**src/rtl/io_arb.sv**
```systemverilog
// rtl/io_arb.sv - two-requester round-robin arbiter onto a shared single-cycle IO bus
// Optional macro IO_ARB_LOCK_EN: a locked requester may keep the bus across back-to-back grants.
module io_arb #(
  parameter int DATA_WIDTH = 32,
  parameter int ADDR_WIDTH = 8
) (
  input  logic                  clk,
  input  logic                  rstn,
  input  logic                  req0,
  input  logic                  req1,
  input  logic [ADDR_WIDTH-1:0] addr0,
  input  logic [ADDR_WIDTH-1:0] addr1,
  input  logic [DATA_WIDTH-1:0] wdata0,
  input  logic [DATA_WIDTH-1:0] wdata1,
  input  logic                  we0,
  input  logic                  we1,
  input  logic                  rd0,
  input  logic                  rd1,
  input  logic                  lock0,
  input  logic                  lock1,
  output logic                  ack0,
  output logic                  ack1,
  output logic [DATA_WIDTH-1:0] rdata0,
  output logic [DATA_WIDTH-1:0] rdata1,
  output logic [ADDR_WIDTH-1:0] io_addr,
  output logic [DATA_WIDTH-1:0] io_dout,
  output logic                  io_we,
  output logic                  io_rd,
  input  logic [DATA_WIDTH-1:0] io_din,
  output logic                  busy,
  output logic                  gnt
);

  localparam logic [1:0] S_IDLE = 2'd0;
  localparam logic [1:0] S_XFER = 2'd1;
  localparam logic [1:0] S_DONE = 2'd2;

  logic [1:0]            state_q, state_d;
  logic                  gnt_q, gnt_d;
  logic                  last_q, last_d;
  logic [ADDR_WIDTH-1:0] addr_q, addr_d;
  logic [DATA_WIDTH-1:0] wdata_q, wdata_d;
  logic                  we_q, we_d;
  logic                  rd_q, rd_d;
  logic [DATA_WIDTH-1:0] rdata0_q, rdata0_d;
  logic [DATA_WIDTH-1:0] rdata1_q, rdata1_d;
  logic                  lock_hold_q, lock_hold_d;
  logic                  sel;
  logic                  xfer;

`ifdef IO_ARB_LOCK_EN
  logic                  lock_owner_req;
  assign lock_owner_req = gnt_q ? req1 : req0;
`else
  logic                  unused_lock;
  assign unused_lock = lock0 ^ lock1;
`endif

  // Contention goes to the requester not served last, unless a held lock claims the bus.
  always_comb begin
    sel = 1'b0;
`ifdef IO_ARB_LOCK_EN
    if (lock_hold_q && lock_owner_req)
      sel = gnt_q;
    else
`endif
    if (req0 && req1)
      sel = ~last_q;
    else
      sel = req1 & ~req0;
  end

  always_comb begin
    state_d     = state_q;
    gnt_d       = gnt_q;
    last_d      = last_q;
    addr_d      = addr_q;
    wdata_d     = wdata_q;
    we_d        = we_q;
    rd_d        = rd_q;
    rdata0_d    = rdata0_q;
    rdata1_d    = rdata1_q;
    lock_hold_d = lock_hold_q;
    case (state_q)
      S_IDLE: begin
        lock_hold_d = 1'b0;
        if (req0 || req1) begin
          state_d = S_XFER;
          gnt_d   = sel;
          addr_d  = sel ? addr1  : addr0;
          wdata_d = sel ? wdata1 : wdata0;
          we_d    = sel ? we1    : we0;
          rd_d    = sel ? rd1    : rd0;
        end
      end
      S_XFER: begin
        state_d = S_DONE;
        if (rd_q && !we_q) begin
          if (gnt_q)
            rdata1_d = io_din;
          else
            rdata0_d = io_din;
        end
      end
      S_DONE: begin
        state_d = S_IDLE;
        last_d  = gnt_q;
`ifdef IO_ARB_LOCK_EN
        lock_hold_d = gnt_q ? lock1 : lock0;
`endif
      end
      default: state_d = S_IDLE;
    endcase
  end

  always_ff @(posedge clk or negedge rstn) begin
    if (!rstn) begin
      state_q     <= S_IDLE;
      gnt_q       <= 1'b0;
      last_q      <= 1'b1;
      addr_q      <= '0;
      wdata_q     <= '0;
      we_q        <= 1'b0;
      rd_q        <= 1'b0;
      rdata0_q    <= '0;
      rdata1_q    <= '0;
      lock_hold_q <= 1'b0;
    end else begin
      state_q     <= state_d;
      gnt_q       <= gnt_d;
      last_q      <= last_d;
      addr_q      <= addr_d;
      wdata_q     <= wdata_d;
      we_q        <= we_d;
      rd_q        <= rd_d;
      rdata0_q    <= rdata0_d;
      rdata1_q    <= rdata1_d;
      lock_hold_q <= lock_hold_d;
    end
  end

  // Bus outputs decode straight from state so an async reset kills strobes at once.
  assign xfer    = (state_q == S_XFER);
  assign io_addr = xfer ? addr_q  : '0;
  assign io_dout = xfer ? wdata_q : '0;
  assign io_we   = xfer & we_q;
  assign io_rd   = xfer & rd_q & ~we_q;
  assign ack0    = (state_q == S_DONE) & ~gnt_q;
  assign ack1    = (state_q == S_DONE) &  gnt_q;
  assign busy    = (state_q != S_IDLE);
  assign gnt     = gnt_q;
  assign rdata0  = rdata0_q;
  assign rdata1  = rdata1_q;

endmodule

```
**config.mk**
```make
export PLATFORM = sky130hd
export DESIGN_NAME = io_arb
export DESIGN_NICKNAME = d
export VERILOG_FILES = /design/src/rtl/io_arb.sv
export SDC_FILE = /design/constraint.sdc
export NUM_CORES = 1
export LEC_CHECK = 0
export BUFFER_PORTS_ARGS = -buffer_cell sky130_fd_sc_hd__buf_2
export CELL_PAD_IN_SITES_DETAIL_PLACEMENT = 1
export CELL_PAD_IN_SITES_GLOBAL_PLACEMENT = 2
export CORE_UTILIZATION = 28
export DETAILED_ROUTE_END_ITERATION = 10
export GPL_TIMING_DRIVEN = 0
export PLACE_DENSITY_LB_ADDON = 0.12
export SLEW_MARGIN = 20
export SYNTH_ARGS = -nofsm -noshare
export SYNTH_HDL_FRONTEND = slang
export SYNTH_SLANG_ARGS = --single-unit
```
**constraint.sdc**
```tcl
create_clock -name clk -period 1.65 [get_ports clk]
set_input_delay 0.0825 -clock clk [delete_from_list [all_inputs] [get_ports clk]]
set_output_delay 0.0825 -clock clk [all_outputs]
set_load 0.005 [all_outputs]
```
==> results.md, run 1 <==
Power and ir drop:
- The sequential power share is 0.368.
- Power comes to about 13 mW.
- For this design the total switching power over the nets is 3.871 mW.
- The total power density per cell area is 1676 nW/µm².
- The static leakage is approximately 4.0 nW.
- The internal power of the cells is roughly 9.1 mW.
- The share of total power in the clock network is 0.175.
- VDD sags by at most roughly 0.51 mV.
- The combinational share of power is 0.457.
- The share of total power consumed by net switching is 0.2980.

Placement:
- The HPWL after detailed placement is 10130 µm.
- The final weighted congestion in routability-driven placement is 0.7374.
- During placement, the flow inserted port buffers numbering 229.
- Once placement completed, the tool counted placed cells totaling between 700 and 800.

Worst setup path:
- The critical path is of the reg -> reg type.
- Of all nets on the critical path, the largest fanout is 10.
- At the worst endpoint, the required time is around 1900 ps.
- The worst setup path is captured at a flop.
- Data on the critical path arrives at its endpoint at 1910 ps.
- STA classifies the critical path startpoint as a flop.

CTS:
- TritonCTS built the clock tree.
- The clock buffer count from CTS is 9.
- The clock net in this run drives a total of 110 sinks.
- After clock tree synthesis, the clock-pin slew on the worst setup and hold paths is 70 ps.
- The clock network latency to the later pin of the worst-skew pair is 350 ps.
- The root buffer cell is sky130_fd_sc_hd__clkbuf_16.
- The maximum buffer depth of the clock tree is 2.
- The clock tree synthesis step divided the H-tree into 3 levels.

Timing:
- For the pin with the worst max-slew slack, the measured transition is 439.2 ps.
- The setup skew after layout is roughly 8 ps.
- The highest clock frequency the design can meet is 0.5978 GHz.
- The worst-case setup margin in the final layout is -22.88 ps.
- The final critical-path required period is 1673 ps.
- Across all hold checks on the routed design, the worst slack comes to 87.94 ps.
- In this run the tightest slew margin relative to its limit is 0.7072.
- Setup repair after global routing could not meet its margin everywhere.
- The final-report hold violation count was 0.
- The total count of max-transition violations in the final report was 0.
- The period utilization is 1.014.
- The setup violation total in the final timing report is 31.

Global routing:
- For this run, the total global-route usage over all layers was measured as 0.1466.
- The first global-routing pass estimated 22200 µm of wire.
- The maximum number of pins on one net before global-route repair is 69.
- The total overflow reported by the global router is 0.
- The number of global-route vias before repair is 4047.
- The initial antenna violation count came to 2.

Synth:
- Sorting the synthesized cells by area gives the leading types as sky130_fd_sc_hd__dfrtp_1 (51%), sky130_fd_sc_hd__mux2_4 (25%), sky130_fd_sc_hd__mux2_2 (13%), sky130_fd_sc_hd__and2_1 (4.9%), sky130_fd_sc_hd__buf_6 (1.9%).
- The synthesized design contains 110 register bits.
- The distinct cell type count after synthesis is 20.
- The count of warnings emitted by yosys is 0.
- Counting every instance in the synthesized netlist gives between 300 and 400.
- The area share of the largest cell type after synthesis is 0.5123.
- The synthesized area per cell is 15.99 µm².
- The net count after synthesis is 455.
- For this run, the register share of the synthesized area comes to 0.5173.
- The cell area that synthesis handed to floorplanning was 5324 µm².
- The dominant cell type by area after synthesis is sky130_fd_sc_hd__dfrtp_1.

Drt:
- The post-detailed-route count of antenna-violating nets is 0.
- For this block, the via count after detailed routing is 3665.
- Dividing the detail-routed via count by the number of cells gives 4.292.
- The routed wire length per instance is 16.50 µm.
- The DRC violation total after the first TritonRoute iteration is 69.
- Before antenna repair, the detailed router went through 3 iterations.
- Summed over all layers, the routed wires come to 14100 µm.
- After detailed routing, the number of remaining DRC violations is 0.

Run:
- The tool flagged a number of max-cap violations equal to 0.

Floorplan:
- The core box area is between 15000 and 20000 µm².
- In this run the vertical extent of the chip is ~140 µm.
- The total number of placement rows is 50.
- approximately 230 I/O pins were placed.
- The die area is between 15000 and 20000 µm².
- In this run the horizontal extent of the chip is 139.9 µm.
- The initial utilization of the core area, before any placement, comes to 0.2856.

Layout:
- Leaving out fill and tap cells, the most frequent cell in the layout is sky130_fd_sc_hd__buf_2.
- Leaving out fill and tap cells, the most frequent cells in the layout are sky130_fd_sc_hd__buf_2 (228), sky130_fd_sc_hd__mux2_4 (109), sky130_fd_sc_hd__dfrtp_1 (109), sky130_fd_sc_hd__and2_1 (41), sky130_fd_sc_hd__mux2_2 (39).
- The final net count is 737.
- The post-layout instance count excluding filler cells is between 800 and 900.
- The area growth from synthesis to layout is 45.57%.
- The number of antenna diodes in the final layout is 0.
- In the final layout, the share of cells above drive strength 1 is 0.6903.

Hold path:
- The tightest min-delay check is of the in -> reg type.

Run status:
- The checks that failed: negative setup slack.
- The run finished, with violations left.
## synth_stat cells (all sizes together)
| cell type | number |
|---|---|
| or2 | 1 |
| nor2 | 4 |
| clkbuf | 4 |
| a21o | 1 |
| and4bb | 1 |
| buf | 16 |
| mux2 | 148 |
| nand2 | 1 |
| a21bo | 1 |
| dfstp | 1 |
| and2b | 1 |
| dfrtp | 109 |
| inv | 1 |
| nand2b | 1 |
| and2 | 42 |
| mux2i | 1 |
## final timing paths
| check | start | end | slack [ps] | depth (start not counted) |
|---|---|---|---|---|
| worst max register to register | last_q | wdata_q[19] | -20 | 5 |
| worst max-delay path | last_q | wdata_q[19] | -20 | 5 |
| min in group asynchronous | rstn | rdata0[1] | 220 | 2 |
| worst min register to register | rdata1[1] | rdata1[1] | 510 | 1 |
| max in group asynchronous | rstn | wdata_q[2] | 740 | 3 |
| worst min-delay path | addr1[2] | addr_q[2] | 90 | 3 |
## cell type report
cell class / instances / area, µm²
clock buffers: 12 / 256.5
flip-flops and latches: 110 / 2754
inverters: 1 / 3.754
plain buffers: 19 / 280.3
well taps: 234 / 292.8
multi-input cells: 202 / 2445
clock inverters: 4 / 52.55
repair buffers: 272 / 1665
fillers: 1977 / 10890
## routing by layer
metal | wire, µm | GRT usage | share of wire
met1 | 6312 | 0.1893 | 0.45
met2 | 6567 | 0.2324 | 0.47
met3 | 1018 | 0.04274 | 0.072
met4 | 180 | 0.05379 | 0.013
met5 | 17 | 0 | 0.0012
## critical path, stage by stage (launching register included)
cell                      delay (ps)
sky130_fd_sc_hd__dfstp_2         540
sky130_fd_sc_hd__a21bo_4         160
sky130_fd_sc_hd__buf_12          150
sky130_fd_sc_hd__buf_12          150
sky130_fd_sc_hd__mux2_4          300
sky130_fd_sc_hd__mux2_4          250
## metrics by stage
step	instance area (µm²)	util	TNS, ps	setup slack, ps
3_5_place_dp	6797	0.3646	-426.2	-28.32
2_1_floorplan	5324	-	0	83.18
6_report	7750	0.4157	-323.9	-22.88
5_1_grt	7750	0.4157	-2333	-59.73
4_1_cts	7481	0.4013	-601.1	-33.99
3_3_place_gp	6763	0.3628	-95720	-884.3
## sequential cells by signal (all words and copies together) (netlist names)
name     cells
addr_q       8
rd_q         1
wdata_q     32
gnt          1
state_q      2
rdata1      32
last_q       1
rdata0      32
we_q         1
## timing repair
| action | in CTS | in global routing |
|---|---|---|
| gates cloned | 0 | 5 |
| buffers inserted | 0 | 4 |
| pin swaps | 1 | 2 |
| resized for setup | 17 | 38 |
| endpoints found under the setup margin | 97 | 99 |
| hold buffers | 33 | 0 |
| endpoints found under the hold margin | 106 | 0 |
## cells by family after synthesis
kind of cell / after synthesis / synth area share
AOI/OAI and AO/OA: 2 / 0.003291
buffers and inverters: 21 / 0.04042
DFF: 110 / 0.5173
muxes: 149 / 0.3770
and+or+nand+nor: 51 / 0.06205
## power by group through the flow
stage	Combinational, mW	Sequential [mW]	Clock [mW]
after floorplan	3.34	4.76	0
after global placement	5.44	4.73	0
after detailed placement	5.52	4.81	0
after CTS	5.67	4.79	2.37
after global routing	6.49	4.99	2.46
final	5.94	4.78	2.27
No activity file was read; power rests on OpenSTA's default activity.
==> run 2: changes to the inputs <==
CELL_PAD_IN_SITES_GLOBAL_PLACEMENT = 1   (was 2)
CORE_UTILIZATION = 34   (was 28)
SKIP_CTS_REPAIR_TIMING = 1   (was default)
==> run 2 against run 1 <==
Against the previous run:
- the flow still finishes with violations (negative setup slack)
- non-clock buffer count down 6
- fmax about the same
- first-iteration DRC count grew 38%
- die area is 17% lower
- via count shrank 0.98%
- critical path type unchanged
- critical endpoint is now wdata_q[10]
==> results.md, run 2 (same netlist as run 1, synthesis figures left out) <==
Global routing:
- The global-route usage over all layers came to 0.1608 (+0.01422).
- The wire length of the first global-routing pass is 19940 µm (-10%).
- The maximum number of pins on one net before global-route repair was 66 (-4.3%).
- The initial antenna violation count was 0 (-2).
- The number of global-route vias before repair came to 3787 (-6.4%).
- The total overflow reported by the global router is 0 (unchanged).

Layout:
- The post-layout instance count excluding filler cells is 825 (-3.4%).
- From synthesis to final layout, the design area changed by 40.12%.
- The post-route cell area came to 7460 µm² (-3.7%).
- The fraction of layout cells with a size suffix above 1 came to 0.6857 (-0.004655).
- Leaving out fill and tap cells, the most frequent cells in the layout are sky130_fd_sc_hd__buf_2 (228), sky130_fd_sc_hd__dfrtp_1 (109), sky130_fd_sc_hd__mux2_4 (88), sky130_fd_sc_hd__mux2_2 (60), sky130_fd_sc_hd__and2_1 (42).
- The count of fill cells added during filler insertion is 1596 (-19%).
- The end-of-flow core utilization came to 0.4889 (+0.07318).
- The antenna cell count came to 0 (unchanged).
- The most frequent standard cell in the layout excluding fill and tap cells is sky130_fd_sc_hd__buf_2.
- The final net count is 731 (-0.81%).

CTS:
- The clock sink total is 110 (unchanged).
- The number of levels the H-tree was split into was 3 (unchanged).
- The maximum buffer depth of the clock tree is 2 (unchanged).
- The clock buffer count from CTS is 9 (unchanged).
- The clock network latency to the later pin of the worst-skew pair is 350 ps (about the same).
- TritonCTS built the clock tree.
- The tree is rooted in a sky130_fd_sc_hd__clkbuf_16.
- The clock input transition at the sequential cells of the worst setup and hold paths is 70 ps (about the same).

Drt:
- The vias per cell is 4.399 (+2.5%).
- The DRC violation total after the first TritonRoute iteration came to 95 (+38%).
- The wire length reported by the detailed router came to 13060 µm (-7.3%).
- The residual DRC count is 0 (unchanged).
- The routed wire length per instance is 15.84 µm (-4.1%).
- The post-detailed-route count of antenna-violating nets came to 0 (unchanged).
- The vias after detailed routing came to 3629 (-0.98%).
- The number of search-and-repair iterations in the first detailed-routing pass is 4 (+1).

Timing:
- The highest clock frequency the design can meet is 0.5978 GHz (about the same).
- The setup skew after layout is 5.384 ps (-2.408 ps).
- The total count of max-transition violations in the final report was 0 (unchanged).
- The worst-case setup margin in the final layout is -22.70 ps (+0.1797 ps).
- The period utilization is 1.014 (about the same).
- The setup violation total in the final timing report is 18 (-42%).
- The transition time of the tightest slew-check pin is 444.7 ps (+5.515 ps).
- The worst relative slew slack was 0.7035 (-0.003677).
- Setup repair after global routing could not meet its margin everywhere.
- The aggregate negative setup slack is -128.9 ps (+195.0 ps).
- The final-report hold violation count was 0 (unchanged).
- The final critical-path required period is 1673 ps (-0.1797 ps).

Worst setup path:
- The kind of cell with the highest combined delay on the critical path is multiplexers.
- The type of the setup path with the least slack is reg -> reg.
- Among the stages of the critical path, the cell type that occurs most often is sky130_fd_sc_hd__mux2_4.
- The largest driver fanout on the critical path is 10 (unchanged).
- The maximum cell stage delay along the critical path came to 540 ps (about the same).
- The arrival time at the worst endpoint came to 1910 ps (about the same).
- The count of buffer and inverter cells on the critical path is 2 (unchanged).
- STA classifies the critical path endpoint as a flop.
- The critical path goes through a21bo_1, buf_8, buf_12, mux2_4, mux2_4.
- The required time of the worst setup path is 1880 ps (about the same).
- The cell with the largest stage delay on the worst path is sky130_fd_sc_hd__dfstp_2.
- The worst setup path is launched from a flop.

Placement:
- The total instance count after detailed placement is 774 (-2.9%).
- The count of input and output buffers is 229 (unchanged).
- The HPWL after detailed placement is 9401 µm (-7.2%).
- The final weighted congestion in routability-driven placement is 0.6823 (-7.5%).
- The area of placed instances is 6768 µm² (-0.42%).

Power and ir drop:
- The static leakage came to 3.819 nW (-3.9%).
- The maximum VDD drop is 0.5997 mV (+18%).
- The total power density per cell area is 1656 nW/µm² (-1.2%).
- The total power consumption of the routed design is 12.35 mW (-4.9%).

Floorplan:
- The core box area came to 15260 µm² (-18%).
- The die area is 16160 µm² (-17%).
- The die boundary width came to 127.1 µm (-9.1%).
- The overall die height is 127.1 µm (-9.1%).
- The top-level port count was 232 (unchanged).
- The total number of placement rows came to 45 (-10%).
- The effective utilization at floorplan is 0.3489 (+0.06334).

Run status:
- The checks that failed: negative setup slack.
- The flow ran to the end, but the final reports show violations.

Run:
- The number of max-capacitance violations reported is 0 (unchanged).

Hold path:
- The path class of the lowest-slack min-delay path is in -> reg.
-- run 2: cell types whose count changed in the layout (fill, tap and decap cells not counted), sizes merged --
| cell | change |
|---|---|
| inv | -1 |
| bufinv | -1 |
| clkinv | +2 |
| clkinvlp | +3 |
| buf | -7 |
| clkbuf | -2 |
-- run 2: power by group --
group	total (mW)	switching [mW]	internal (mW)
logic	5.55	2.08	3.46
registers	4.76	0.684	4.08
clock network	2.04	1.01	1.03
total	12.4	3.78	8.57
-- run 2: through the flow --
step	hold slack [ps]	worst slack, ps
finish	79.39	-22.70
CTS	-336.1	-249.8
floorplan	-213.1	83.18
detailed placement	47.02	-15.17
global route	75.93	-53.81
global placement	327.0	-822.9
-- run 2: per-layer routing --
layer  up-vias  routed length (µm)  global-route usage
met5         -                   0                   0
met4         0                 190             0.06303
met3        14                 924             0.04397
met2       149                6218              0.2537
met1      1765                5731              0.2100
li1       1701                   -                   -
-- run 2: path summary, 6_finish.rpt --
path	from	end	slack, ps	cells after the start
setup reg to reg	last_q	wdata_q[10]	-20	5
hold reg to reg	rdata1[18]	rdata1[18]	500	1
max in group asynchronous	rstn	last_q	720	3
setup / recovery	last_q	wdata_q[10]	-20	5
hold / removal	wdata0[26]	wdata_q[26]	80	3
min in group asynchronous	rstn	rdata1[10]	240	2
-- run 2: final cells by class --
type,count,area [µm²],area share
buffer,20,264.0,0.03539
clock buffer,9,225.2,0.03019
clock inverter,7,50.05,0.006709
inverter,1,3.754,0.0005032
multi-input combinational,202,2356,0.3158
sequential,110,2754,0.3692
tap,211,264.0,0.03539
timing repair buffer,265,1543,0.2068
-- run 2: worst register-to-register path: stages, from the launching register on --
cell,delay (ps)
sky130_fd_sc_hd__dfstp_2,540
sky130_fd_sc_hd__a21bo_1,130
sky130_fd_sc_hd__buf_8,160
sky130_fd_sc_hd__buf_12,160
sky130_fd_sc_hd__mux2_4,320
sky130_fd_sc_hd__mux2_4,260
==> run 3: changes to the inputs <==
CORE_ASPECT_RATIO = 0.6   (was default)
CORE_MARGIN = 2   (was default)
==> run 3 against run 2 <==
Against the previous run:
- hold slack better by 4.2 ps
- critical path depth unchanged
- highest routed layer unchanged
- fmax shrank 0.56%
- clock power increased by 7%
- largest cell class unchanged
- clock skew rose by 5.0 ps
- design area up 4.7%
- the run still ends with negative setup slack left
==> results.md, run 3 (same netlist as run 1, synthesis figures left out) <==
Floorplan:
- The core box area is 15330 µm² (+0.45%).
- The total number of placement rows was 35 (-22%).
- The overall die height was 100.9 µm (-21%).
- The effective utilization at floorplan came to 0.3473 (-0.001567).
- The top-level port count is 232 (unchanged).
- The die area is 16710 µm² (+3.4%).
- The die boundary width is 165.5 µm (+30%).

Worst setup path:
- The sort of element at the end of the critical path is a flop.
- The required time of the worst setup path is 1880 ps (about the same).
- The worst setup path is of the reg -> reg kind.
- The largest driver fanout on the critical path is 5 (-5).
- The arrival time at the worst endpoint was 1920 ps (about the same).
- The kind of start point of the critical path is a flop.

Power and ir drop:
- The total power density per cell area is 1672 nW/µm² (+0.98%).
- The total power consumption of the routed design is 13.06 mW (+5.8%).
- The static leakage is 4.031 nW (+5.5%).
- The maximum VDD drop is 0.6461 mV (+7.7%).

Drt:
- The vias after detailed routing is 3697 (+1.9%).
- The number of search-and-repair iterations in the first detailed-routing pass was 4 (unchanged).
- The vias per cell came to 4.470 (+1.6%).
- The DRC violation total after the first TritonRoute iteration is 112 (+18%).
- The wire length reported by the detailed router was 14690 µm (+12%).
- The post-detailed-route count of antenna-violating nets came to 0 (unchanged).
- The routed wire length per instance was 17.76 µm (+12%).
- The residual DRC count is 0 (unchanged).

Timing:
- The worst-case setup margin in the final layout is -32.13 ps (-9.424 ps).
- The aggregate negative setup slack came to -273.0 ps (-144.1 ps).
- The final critical-path required period was 1682 ps (+9.424 ps).
- The final-layout worst hold slack is 83.62 ps (+4.233 ps).
- The highest clock frequency the design can meet was 0.5945 GHz (-0.56%).
- The final-report hold violation count was 0 (unchanged).
- The setup violation total in the final timing report came to 27 (+9).
- The transition time of the tightest slew-check pin is 503.5 ps (+58.86 ps).
- Setup repair after global routing could not meet its margin everywhere.
- The period utilization is 1.019 (+0.005712).
- The worst relative slew slack is 0.6643 (-0.03924).
- The total count of max-transition violations in the final report is 0 (unchanged).
- The setup skew after layout came to 10.43 ps (+5.048 ps).

CTS:
- The clock network latency to the later pin of the worst-skew pair is 350 ps (about the same).
- The TritonCTS clock tree is built.
- The clock buffer count from CTS is 9 (unchanged).
- The number of levels the H-tree was split into is 3 (unchanged).
- The root buffer cell is sky130_fd_sc_hd__clkbuf_16.
- The maximum buffer depth of the clock tree is 2 (unchanged).
- The clock input transition at the sequential cells of the worst setup and hold paths is 80 ps (about the same).
- The clock sink total is 110 (unchanged).

Global routing:
- The total overflow reported by the global router is 0 (unchanged).
- The global-route usage over all layers is 0.1599 (-0.0008493).
- The wire length of the first global-routing pass came to 20350 µm (+2.0%).
- The maximum number of pins on one net before global-route repair is 64 (-3.0%).
- The initial antenna violation count is 0 (unchanged).
- The number of global-route vias before repair is 3841 (+1.4%).

Layout:
- The antenna cell count came to 0 (unchanged).
- The final net count was 741 (+1.4%).
- The most frequent standard cell in the layout excluding fill and tap cells is sky130_fd_sc_hd__buf_2.
- In the layout the commonest cells are sky130_fd_sc_hd__buf_2 (228), sky130_fd_sc_hd__mux2_4 (113), sky130_fd_sc_hd__dfrtp_1 (109), sky130_fd_sc_hd__and2_1 (41), sky130_fd_sc_hd__mux2_2 (35).
- The end-of-flow core utilization came to 0.5097 (+0.02082).
- Relative to the synthesized area, the layout overhead comes to 46.74%.
- The fraction of layout cells with a size suffix above 1 is 0.6955 (+0.009845).
- The count of fill cells added during filler insertion is 1588 (-0.50%).
- The post-layout instance count excluding filler cells is 827 (+0.24%).

Run status:
- The final reports fail on negative setup slack.
- The flow ran to the end, but the final reports show violations.

Run:
- The number of max-capacitance violations reported was 0 (unchanged).

Placement:
- The final weighted congestion in routability-driven placement is 0.7183 (+5.3%).
- The HPWL after detailed placement was 10310 µm (+9.7%).
- The total instance count after detailed placement came to 766 (-1.0%).
- The count of input and output buffers was 229 (unchanged).

Hold path:
- The path class of the lowest-slack min-delay path is in -> reg.
## run 3: power by group
group	total (mW)	internal (mW)	switching, mW
clock	2.18	1.11	1.07
sequential	4.80	4.08	0.717
combinational	6.09	3.84	2.25
## run 3: through the flow
step / setup WS, ps / area, µm²
after CTS: -299.5 / 7059
after floorplan: 83.18 / 5324
after global placement: -840.4 / 6724
final: -32.13 / 7812
after global routing: -50.24 / 7812
after detailed placement: -61.45 / 6758
## run 3: layout make-up
type | instances | area, µm² | area share
Clock buffer | 10 | 239.0 | 0.03059
Tap cell | 203 | 254.0 | 0.03251
Clock inverter | 6 | 62.56 | 0.008008
Multi-Input combinational cell | 202 | 2461 | 0.3150
Buffer | 20 | 285.3 | 0.03652
Inverter | 1 | 3.754 | 0.0004805
Sequential cell | 110 | 2754 | 0.3525
Timing Repair Buffer | 275 | 1753 | 0.2244
## run 3: path summary, 6_finish.rpt
kind	endpoint	startpoint	depth (start not counted)	slack, ps
worst max register to register	addr_q[6]	last_q	5	-30
worst min register to register	addr_q[0]	addr_q[0]	1	500
worst max-delay path	addr_q[6]	last_q	5	-30
max in group asynchronous	rdata1[10]	rstn	3	740
min in group asynchronous	wdata_q[23]	rstn	2	220
worst min-delay path	wdata_q[28]	wdata0[28]	3	80
## run 3: critical path, stage by stage (launching register included)
cell	delay, ps
sky130_fd_sc_hd__dfstp_2	550
sky130_fd_sc_hd__a21bo_4	160
sky130_fd_sc_hd__buf_12	150
sky130_fd_sc_hd__clkbuf_16	160
sky130_fd_sc_hd__mux2_4	310
sky130_fd_sc_hd__mux2_4	260
## run 3: per-layer routing
metal,part of all wire,track usage
met5,0,0
met4,0.0077,0.03448
met2,0.46,0.2547
met3,0.058,0.04936
met1,0.47,0.2155
